## config.mk

```make
export PLATFORM = sky130hd
export DESIGN_NAME = lcd_sync_gen_flat
export DESIGN_NICKNAME = d
export VERILOG_FILES = /design/src/rtl/lcd_timing_pkg.sv /design/src/rtl/lcd_sync_gen_if.sv /design/src/rtl/lcd_tick_div.sv /design/src/rtl/lcd_sync_gen.sv /design/src/flat_wrapper.sv
export SDC_FILE = /design/constraint.sdc
export NUM_CORES = 1
export LEC_CHECK = 0
export CELL_PAD_IN_SITES_DETAIL_PLACEMENT = 0
export CELL_PAD_IN_SITES_GLOBAL_PLACEMENT = 1
export CORE_AREA = 2 2 83 85
export DETAILED_ROUTE_END_ITERATION = 6
export DIE_AREA = 0 0 85 87
export PLACE_DENSITY_LB_ADDON = 0.1
export SKIP_CTS_REPAIR_TIMING = 1
export SLEW_MARGIN = 20
export SYNTH_ARGS = -nofsm -noshare
export SYNTH_HDL_FRONTEND = slang
export SYNTH_SLANG_ARGS = --single-unit
```

## constraint.sdc

```tcl
create_clock -name CLK -period 6.49 [get_ports CLK]
set_clock_uncertainty 0.1 [all_clocks]
set_input_delay 1.298 -clock CLK [delete_from_list [all_inputs] [get_ports CLK]]
set_output_delay 1.298 -clock CLK [all_outputs]
set_load 0.02 [all_outputs]
```

## src/rtl/lcd_timing_pkg.sv

```systemverilog
// Default 800x480 panel timing and helpers shared by the LCD sync generator.
// Totals, counter widths and active-window edges are derived here.
package lcd_timing_pkg;

    localparam int DEF_H_ACTIVE = 800;
    localparam int DEF_H_FP     = 210;
    localparam int DEF_H_SYNC   = 30;
    localparam int DEF_H_BP     = 16;
    localparam int DEF_V_ACTIVE = 480;
    localparam int DEF_V_FP     = 22;
    localparam int DEF_V_SYNC   = 13;
    localparam int DEF_V_BP     = 10;
    localparam int DEF_CLK_DIV  = 2;
    localparam int DEF_FILA_W   = 10;
    localparam int DEF_COL_W    = 11;
    localparam int DEF_FRM_W    = 8;

    localparam int DEF_H_START = DEF_H_SYNC + DEF_H_BP;
    localparam int DEF_H_STOP  = DEF_H_START + DEF_H_ACTIVE;
    localparam int DEF_V_START = DEF_V_SYNC + DEF_V_BP;
    localparam int DEF_V_STOP  = DEF_V_START + DEF_V_ACTIVE;

    function automatic int calc_total(input int sync_len, input int bp_len,
                                      input int act_len, input int fp_len);
        return sync_len + bp_len + act_len + fp_len;
    endfunction

    // Bits needed to count 0..n-1, never less than one.
    function automatic int cnt_w(input int n);
        return (n <= 2) ? 1 : $clog2(n);
    endfunction

    function automatic int win_start(input int sync_len, input int bp_len);
        return sync_len + bp_len;
    endfunction

endpackage

```

## src/rtl/lcd_sync_gen_if.sv

```systemverilog
// Panel-side bundle of the LCD sync generator: freeze input plus all timing outputs.
interface lcd_sync_gen_if
    import lcd_timing_pkg::*;
#(
    parameter int FILA_W = DEF_FILA_W,
    parameter int COL_W  = DEF_COL_W,
    parameter int FRM_W  = DEF_FRM_W
);
    logic              EN;
    logic              NCLK;
    logic              GREST;
    logic              HD;
    logic              VD;
    logic              DEN;
    logic [FILA_W-1:0] FILA;
    logic [COL_W-1:0]  COLUMNA;
    logic              SOF;
    logic              SOL;
    logic [FRM_W-1:0]  FRAME_CNT;

    modport master (
        input  EN,
        output NCLK, GREST, HD, VD, DEN, FILA, COLUMNA, SOF, SOL, FRAME_CNT
    );

    modport slave (
        output EN,
        input  NCLK, GREST, HD, VD, DEN, FILA, COLUMNA, SOF, SOL, FRAME_CNT
    );
endinterface

```

## src/rtl/lcd_tick_div.sv

```systemverilog
// Pixel-period divider: counts CLK cycles within a pixel, drives NCLK and the advance tick.
module lcd_tick_div
    import lcd_timing_pkg::*;
#(
    parameter int CLK_DIV = DEF_CLK_DIV
) (
    input  logic clk,
    input  logic rst,
    input  logic en,
    input  logic run,
    output logic tick,
    output logic nclk
);
    localparam int DW = cnt_w(CLK_DIV);
    localparam logic [DW-1:0] D_LAST = DW'(CLK_DIV - 1);
    localparam logic [DW-1:0] D_HALF = DW'(CLK_DIV / 2);

    logic [DW-1:0] d_q, d_d;
    logic          nclk_q, nclk_d;
    logic          adv;

    always_comb begin
        adv    = en && run;
        d_d    = d_q;
        nclk_d = nclk_q;
        if (adv) begin
            d_d    = (d_q == D_LAST) ? '0 : d_q + DW'(1);
            nclk_d = (d_d >= D_HALF);
        end
    end

    // tick marks the edge on which the divider wraps and h must advance
    assign tick = adv && (d_q == D_LAST);
    assign nclk = nclk_q;

    always_ff @(posedge clk) begin
        if (rst) begin
            d_q    <= '0;
            nclk_q <= 1'b0;
        end else begin
            d_q    <= d_d;
            nclk_q <= nclk_d;
        end
    end
endmodule

```

## src/rtl/lcd_sync_gen.sv

```systemverilog
// Parametrised LCD timing generator: GREST sequencing, H/V counters and registered
// sync/DEN/coordinate decode for the pixel at (h,v).
module lcd_sync_gen
    import lcd_timing_pkg::*;
#(
    parameter int H_ACTIVE  = DEF_H_ACTIVE,
    parameter int H_FP      = DEF_H_FP,
    parameter int H_SYNC    = DEF_H_SYNC,
    parameter int H_BP      = DEF_H_BP,
    parameter int V_ACTIVE  = DEF_V_ACTIVE,
    parameter int V_FP      = DEF_V_FP,
    parameter int V_SYNC    = DEF_V_SYNC,
    parameter int V_BP      = DEF_V_BP,
    parameter int CLK_DIV   = DEF_CLK_DIV,
    parameter int HS_POL    = 0,
    parameter int VS_POL    = 0,
    parameter int GREST_DLY = 0,
    parameter int FILA_W    = DEF_FILA_W,
    parameter int COL_W     = DEF_COL_W,
    parameter int FRM_W     = DEF_FRM_W
) (
    input logic            CLK,
    input logic            RST,
    lcd_sync_gen_if.master bus
);
    localparam int H_TOT = calc_total(H_SYNC, H_BP, H_ACTIVE, H_FP);
    localparam int V_TOT = calc_total(V_SYNC, V_BP, V_ACTIVE, V_FP);
    localparam int HW    = cnt_w(H_TOT);
    localparam int VW    = cnt_w(V_TOT);
    localparam int GW    = cnt_w(GREST_DLY + 1);

    localparam logic [HW-1:0] H_LAST = HW'(H_TOT - 1);
    localparam logic [VW-1:0] V_LAST = VW'(V_TOT - 1);
    localparam logic [GW-1:0] G_LAST = GW'(GREST_DLY);

    localparam logic [31:0] H_SYNC_C = 32'(H_SYNC);
    localparam logic [31:0] V_SYNC_C = 32'(V_SYNC);
    localparam logic [31:0] H_START  = 32'(win_start(H_SYNC, H_BP));
    localparam logic [31:0] V_START  = 32'(win_start(V_SYNC, V_BP));
    localparam logic [31:0] H_STOP   = 32'(win_start(H_SYNC, H_BP) + H_ACTIVE);
    localparam logic [31:0] V_STOP   = 32'(win_start(V_SYNC, V_BP) + V_ACTIVE);

    localparam logic HS_ACT = (HS_POL != 0);
    localparam logic VS_ACT = (VS_POL != 0);

    if (CLK_DIV < 2 || (CLK_DIV % 2) != 0) begin : g_bad_div
        $error("lcd_sync_gen: CLK_DIV must be even and >= 2");
    end
    if (FILA_W < 1 || COL_W < 1 || FRM_W < 1 || H_ACTIVE < 1 || V_ACTIVE < 1) begin : g_bad_zero
        $error("lcd_sync_gen: widths and active sizes must be non-zero");
    end
    if ((64'd1 << FILA_W) < 64'(V_ACTIVE) || (64'd1 << COL_W) < 64'(H_ACTIVE)) begin : g_bad_width
        $error("lcd_sync_gen: FILA_W/COL_W too narrow for the active area");
    end

    logic              grest_q, grest_d;
    logic [GW-1:0]     gcnt_q, gcnt_d;
    logic              started_q, started_d;
    logic [HW-1:0]     h_q, h_d;
    logic [VW-1:0]     v_q, v_d;
    logic [FRM_W-1:0]  frm_q, frm_d;
    logic              sof_q, sof_d;
    logic              sol_q, sol_d;
    logic              hd_q, hd_d;
    logic              vd_q, vd_d;
    logic              den_q, den_d;
    logic [FILA_W-1:0] fila_q, fila_d;
    logic [COL_W-1:0]  col_q, col_d;
    logic              load;
    logic              tick;
    logic              nclk;
    logic [31:0]       h_ext, v_ext;
    logic              h_in, v_in;

    lcd_tick_div #(
        .CLK_DIV(CLK_DIV)
    ) u_div (
        .clk  (CLK),
        .rst  (RST),
        .en   (bus.EN),
        .run  (started_q),
        .tick (tick),
        .nclk (nclk)
    );

    always_comb begin
        gcnt_d    = gcnt_q;
        grest_d   = grest_q;
        started_d = started_q;
        h_d       = h_q;
        v_d       = v_q;
        frm_d     = frm_q;
        load      = 1'b0;
        sof_d     = 1'b0;
        sol_d     = 1'b0;
        // GREST delay runs regardless of EN
        if (!grest_q) begin
            if (gcnt_q == G_LAST) grest_d = 1'b1;
            else                  gcnt_d  = gcnt_q + GW'(1);
        end
        // First edge after GREST release presents pixel (0,0) without advancing
        if (grest_q && !started_q && bus.EN) begin
            started_d = 1'b1;
            load      = 1'b1;
            sof_d     = 1'b1;
            sol_d     = 1'b1;
        end else if (tick) begin
            load = 1'b1;
            if (h_q == H_LAST) begin
                h_d   = '0;
                sol_d = 1'b1;
                if (v_q == V_LAST) begin
                    v_d   = '0;
                    sof_d = 1'b1;
                    frm_d = frm_q + FRM_W'(1);
                end else begin
                    v_d = v_q + VW'(1);
                end
            end else begin
                h_d = h_q + HW'(1);
            end
        end
    end

    always_comb begin
        h_ext  = 32'(h_d);
        v_ext  = 32'(v_d);
        h_in   = (h_ext >= H_START) && (h_ext < H_STOP);
        v_in   = (v_ext >= V_START) && (v_ext < V_STOP);
        hd_d   = hd_q;
        vd_d   = vd_q;
        den_d  = den_q;
        fila_d = fila_q;
        col_d  = col_q;
        if (load) begin
            hd_d   = (h_ext < H_SYNC_C) ? HS_ACT : ~HS_ACT;
            vd_d   = (v_ext < V_SYNC_C) ? VS_ACT : ~VS_ACT;
            den_d  = h_in && v_in;
            fila_d = (h_in && v_in) ? FILA_W'(v_ext - V_START) : '0;
            col_d  = (h_in && v_in) ? COL_W'(h_ext - H_START) : '0;
        end
    end

    always_ff @(posedge CLK) begin
        if (RST) begin
            grest_q   <= 1'b0;
            gcnt_q    <= '0;
            started_q <= 1'b0;
            h_q       <= '0;
            v_q       <= '0;
            frm_q     <= '0;
            sof_q     <= 1'b0;
            sol_q     <= 1'b0;
            hd_q      <= ~HS_ACT;
            vd_q      <= ~VS_ACT;
            den_q     <= 1'b0;
            fila_q    <= '0;
            col_q     <= '0;
        end else begin
            grest_q   <= grest_d;
            gcnt_q    <= gcnt_d;
            started_q <= started_d;
            h_q       <= h_d;
            v_q       <= v_d;
            frm_q     <= frm_d;
            sof_q     <= sof_d;
            sol_q     <= sol_d;
            hd_q      <= hd_d;
            vd_q      <= vd_d;
            den_q     <= den_d;
            fila_q    <= fila_d;
            col_q     <= col_d;
        end
    end

    assign bus.NCLK      = nclk;
    assign bus.GREST     = grest_q;
    assign bus.HD        = hd_q;
    assign bus.VD        = vd_q;
    assign bus.DEN       = den_q;
    assign bus.FILA      = fila_q;
    assign bus.COLUMNA   = col_q;
    assign bus.SOF       = sof_q;
    assign bus.SOL       = sol_q;
    assign bus.FRAME_CNT = frm_q;
endmodule

```

## src/flat_wrapper.sv

```systemverilog
// flat-port wrapper written by rule: the top's interface ports become plain ports
module lcd_sync_gen_flat import lcd_timing_pkg::*;
#(
    parameter int H_ACTIVE  = DEF_H_ACTIVE,
    parameter int H_FP      = DEF_H_FP,
    parameter int H_SYNC    = DEF_H_SYNC,
    parameter int H_BP      = DEF_H_BP,
    parameter int V_ACTIVE  = DEF_V_ACTIVE,
    parameter int V_FP      = DEF_V_FP,
    parameter int V_SYNC    = DEF_V_SYNC,
    parameter int V_BP      = DEF_V_BP,
    parameter int CLK_DIV   = DEF_CLK_DIV,
    parameter int HS_POL    = 0,
    parameter int VS_POL    = 0,
    parameter int GREST_DLY = 0,
    parameter int FILA_W    = DEF_FILA_W,
    parameter int COL_W     = DEF_COL_W,
    parameter int FRM_W     = DEF_FRM_W
)
  (CLK, RST, bus_EN, bus_NCLK, bus_GREST, bus_HD, bus_VD, bus_DEN, bus_FILA, bus_COLUMNA, bus_SOF, bus_SOL, bus_FRAME_CNT);
  lcd_sync_gen_if #(.FILA_W(FILA_W), .COL_W(COL_W), .FRM_W(FRM_W)) bus_i ();
  input logic CLK;
  input logic RST;
  input wire logic [$bits(bus_i.EN)-1:0] bus_EN;
  output wire logic [$bits(bus_i.NCLK)-1:0] bus_NCLK;
  output wire logic [$bits(bus_i.GREST)-1:0] bus_GREST;
  output wire logic [$bits(bus_i.HD)-1:0] bus_HD;
  output wire logic [$bits(bus_i.VD)-1:0] bus_VD;
  output wire logic [$bits(bus_i.DEN)-1:0] bus_DEN;
  output wire logic [$bits(bus_i.FILA)-1:0] bus_FILA;
  output wire logic [$bits(bus_i.COLUMNA)-1:0] bus_COLUMNA;
  output wire logic [$bits(bus_i.SOF)-1:0] bus_SOF;
  output wire logic [$bits(bus_i.SOL)-1:0] bus_SOL;
  output wire logic [$bits(bus_i.FRAME_CNT)-1:0] bus_FRAME_CNT;
  assign bus_i.EN = bus_EN;
  assign bus_NCLK = bus_i.NCLK;
  assign bus_GREST = bus_i.GREST;
  assign bus_HD = bus_i.HD;
  assign bus_VD = bus_i.VD;
  assign bus_DEN = bus_i.DEN;
  assign bus_FILA = bus_i.FILA;
  assign bus_COLUMNA = bus_i.COLUMNA;
  assign bus_SOF = bus_i.SOF;
  assign bus_SOL = bus_i.SOL;
  assign bus_FRAME_CNT = bus_i.FRAME_CNT;
  lcd_sync_gen #(.H_ACTIVE(H_ACTIVE), .H_FP(H_FP), .H_SYNC(H_SYNC), .H_BP(H_BP), .V_ACTIVE(V_ACTIVE), .V_FP(V_FP), .V_SYNC(V_SYNC), .V_BP(V_BP), .CLK_DIV(CLK_DIV), .HS_POL(HS_POL), .VS_POL(VS_POL), .GREST_DLY(GREST_DLY), .FILA_W(FILA_W), .COL_W(COL_W), .FRM_W(FRM_W)) u_core (.CLK(CLK), .RST(RST), .bus(bus_i));
endmodule
```

==> flow_metrics.py <==
metrics = {
    "outcome": {
        "run_status": "complete, no violations",
    },
    "sta": {
        "final-setup-viol-count": 0,
        "hold_viol": 0,
        "worstMarginPinSlew_ns": 1.11,
        "final.period_utilization_pct": 73.2,
        "rsz0062_at_grt": "false",
        "timing_max_transition_violations_final": 0,
        "finalCriticalPeriod_ns": 4.75,
        "setup_ws_ns": 1.74,
        "maxClockFrequency_mhz": 210,
        "setup_tns_ns": 0,
        "max-slew-margin-rel_pct": 26.1,
    },
    "critical_path": {
        "crit_family": "simple AND/OR/NAND/NOR gates",
        "critical_path.n_buffers_inverters": 3,
        "slowest_stage_cell_on_the_critical_path": "sky130_fd_sc_hd__clkdlybuf4s50_1",
        "critical_path_peak_fanout": 13,
        "worst-setup-path-type": "in -> reg",
        "critical_path.cell_chain": "clkdlybuf4s50_1 > and3_1 > nand4_2 > nand2_1 > o21a_1 > inv_1 > ha_1 > a21boi_1 > o21bai_1 > o21bai_2 > nor4b_4 > buf_6 > a22o_1",
        "cp_data_required_time_ns": 6.67,
        "end_kind": "flip-flop",
        "delay_of_the_slowest_critical_path_stage_ns": 0.60,
        "critPathArrivalTime_ns": 4.94,
        "start_kind": "primary input",
    },
    "run": {
        "max_cap_violations": 0,
    },
    "die": {
        "i_o_pins": 39,
        "initial_core_util_pct": 42.4,
        "fp-row-count": 30,
        "core_region_area_um2": 6570,
        "chipHeight_um": 87,
        "dieArea_um2": 7400,
        "die_w_um": 85,
    },
    "synthesis": {
        "net_count_of_the_mapped_netlist": 315,
        "asyncSetResetFlopFracSynth_pct": 0,
        "synth-main-ff-cell": "sky130_fd_sc_hd__dfxtp_1",
        "seq_cells_post_synth": 58,
        "synthDominantCellAreaShare_pct": 41.7,
        "synth.yosys.seq_area_share_pct": 41.7,
        "syn-instance-count": 305,
        "synth_largest_area_cell": "sky130_fd_sc_hd__dfxtp_1",
        "yosys_warnings": 0,
        "synth.lib_cells_used.distinct": 53,
        "top_count_cell_post_synth": "sky130_fd_sc_hd__dfxtp_1",
        "synthTopCellsByArea": "sky130_fd_sc_hd__dfxtp_1 (42%), sky130_fd_sc_hd__xor2_1 (6.9%), sky130_fd_sc_hd__a22o_1 (6.3%), sky130_fd_sc_hd__nor2_1 (5.5%), sky130_fd_sc_hd__ha_1 (3.1%)",
        "syn_area_um2": 2780,
        "synth_enable_flop_cells": 0,
        "synth_commonest_cells": "sky130_fd_sc_hd__dfxtp_1 (58), sky130_fd_sc_hd__nor2_1 (41), sky130_fd_sc_hd__xor2_1 (22), sky130_fd_sc_hd__a22o_1 (20), sky130_fd_sc_hd__nand2_1 (19)",
        "avg_synthesized_cell_area_um2": 9.13,
    },
    "grt": {
        "grt_pass1_vias": 2054,
        "grt_overflow_total": 0,
        "grt_first_pass_wirelength_um": 10200,
        "antenna_found_initial": 0,
        "grt.total_usage_pct": 17.7,
        "grt_max_degree": 33,
    },
    "cts": {
        "clock-sinks": 58,
        "clockRootBuffer": "sky130_fd_sc_hd__clkbuf_8",
        "h-tree-depth": 3,
        "clk_pin_slew_worst_setup_hold_paths_ns": 0.07,
        "cts_made_buffers": 9,
        "insertion_delay_ns": 0.34,
        "ctsLongestPathBuffers": 2,
        "cts_tree": "built",
    },
    "cells_and_area": {
        "finish.net_count": 354,
        "final_core_utilization_pct": 52.4,
        "multi_input_comb_area_um2": 1540,
        "antenna_cells_inserted": 0,
        "ff_latch_area_um2": 1160,
        "layout-drive-gt1-share_pct": 8.88,
        "synthToLayoutAreaGrowth_pct": 23.6,
        "final.fill_count": 610,
    },
    "placement": {
        "gp_congestion": 0.829,
        "io_buffers": 38,
        "place_ws_ns": 1.12,
        "dp_hpwl_um": 4540,
    },
    "drt": {
        "first_pass_iters": 4,
        "dr_total_vias": 2287,
        "route.final.wire_length_um": 6330,
        "avgRoutedWirePerCell_um": 14.7,
        "drcViolationCount": 0,
        "dr.first_iter.drc_count": 158,
        "routed_antenna_nets": 0,
        "avgViaCountPerCell": 5.33,
    },
    "power": {
        "power.density_nw_per_um2": 213,
        "power.static_leakage_nw": 1.31,
        "ir_drop_uv": 95.9,
    },
    "min_path": {
        "hold_path_class": "reg -> reg",
    },
}
[path summary, 6_finish.rpt]
check | startpoint | endpoint | slack, ns | cells past startpoint
min reg2reg | u_core.bus.FILA[9] | u_core.bus.FILA[9] | 0.35 | 2
max reg2reg | u_core.v_q[0] | u_core.bus.FILA[3] | 2.88 | 14
min | u_core.bus.FILA[9] | u_core.bus.FILA[9] | 0.35 | 2
max | bus_EN | u_core.bus.FILA[3] | 1.74 | 13
[area by class of cell]
| type | count | share of cell area (%) |
|---|---|---|
| flip-flops and latches | 58 | 33.7 |
| clock buffers | 10 | 4.00 |
| multi-input cells | 225 | 44.6 |
| inverters | 9 | 0.982 |
| well taps | 80 | 2.91 |
| repair buffers | 41 | 11.8 |
| clock inverters | 6 | 1.93 |
[tightest hold or removal path, delay by kind of cell (launching register included)]
kind             cells  cell delay (ns)
flip-flops           1             0.31
AND/OR/NAND/NOR      1             0.05
AO/OA/AOI/OAI        1             0.05
[placed cells by master, fill, tap and decap left out, types with 3 or more instances in the layout]
master / count
sky130_fd_sc_hd__clkdlybuf4s50_1: 38
sky130_fd_sc_hd__xor2_1: 22
sky130_fd_sc_hd__dfxtp_1: 58
sky130_fd_sc_hd__nor2_1: 41
sky130_fd_sc_hd__clkbuf_8: 10
sky130_fd_sc_hd__nand2_1: 19
sky130_fd_sc_hd__mux2i_1: 4
sky130_fd_sc_hd__a21oi_1: 9
sky130_fd_sc_hd__nand4_1: 11
sky130_fd_sc_hd__clkinvlp_4: 3
sky130_fd_sc_hd__o21ai_0: 5
sky130_fd_sc_hd__and2_1: 5
sky130_fd_sc_hd__a22o_1: 20
sky130_fd_sc_hd__nor3_1: 4
sky130_fd_sc_hd__nand3_1: 17
sky130_fd_sc_hd__inv_1: 9
sky130_fd_sc_hd__ha_1: 7
sky130_fd_sc_hd__and4_1: 5
sky130_fd_sc_hd__xnor2_1: 10
sky130_fd_sc_hd__a21o_1: 3
sky130_fd_sc_hd__and3_1: 4
[through the flow]
step,cells,hold slack (ns),total power [mW],instance area [um^2]
3_5_place_dp,412,0.344,0.400,3230
6_report,429,0.350,0.733,3440
3_3_place_gp,412,0.335,0.400,3230
5_1_grt,429,0.375,0.758,3440
2_1_floorplan,305,0.401,0.389,2780
4_1_cts,428,0.353,0.740,3430
[kinds of logic (layout without fill, tap and decap cells)]
group	Yosys count	count (layout)	synth area share, %
AND/OR/NAND/NOR	123	123	23.9
XOR/XNOR	33	33	10.7
buffers and inverters	22	66	3.60
adder cells (fa/ha/maj)	7	7	3.15
flip-flops	58	58	41.7
multiplexers	5	5	1.84
AO/OA/AOI/OAI	57	57	15.2
[sequential cells by signal (all words and copies together) (netlist names)]
register,cells
u_core.bus.FILA,10
u_core.bus.COLUMNA,11
u_core.bus.FRAME_CNT,8
u_core.h_q,11
u_core.started_q,1
u_core.bus.HD,1
u_core.bus.DEN,1
u_core.bus.VD,1
u_core.bus.GREST,1
u_core.bus.SOF,1
u_core.v_q,10
u_core.bus.SOL,1
u_core.u_div.d_q,1
[power by group]
part	internal (mW)	leakage (nW)	switching, mW	total (mW)
Sequential	0.359	0.469	0.00340	0.362
Clock	0.187	0.0945	0.153	0.341
Combinational	0.0114	0.742	0.0181	0.0295
[metal layers]
layer / routed length (um) / GRT usage [%] / vias up / share of wire (%)
met5: 0 / 0 / - / 0
met4: 129 / 8.23 / 0 / 2.0
met3: 365 / 3.79 / 10 / 5.8
met2: 2560 / 25.4 / 62 / 40
met1: 3270 / 25.2 / 1048 / 52
li1: - / - / 1167 / -
(Power assumes the default switching activity.)
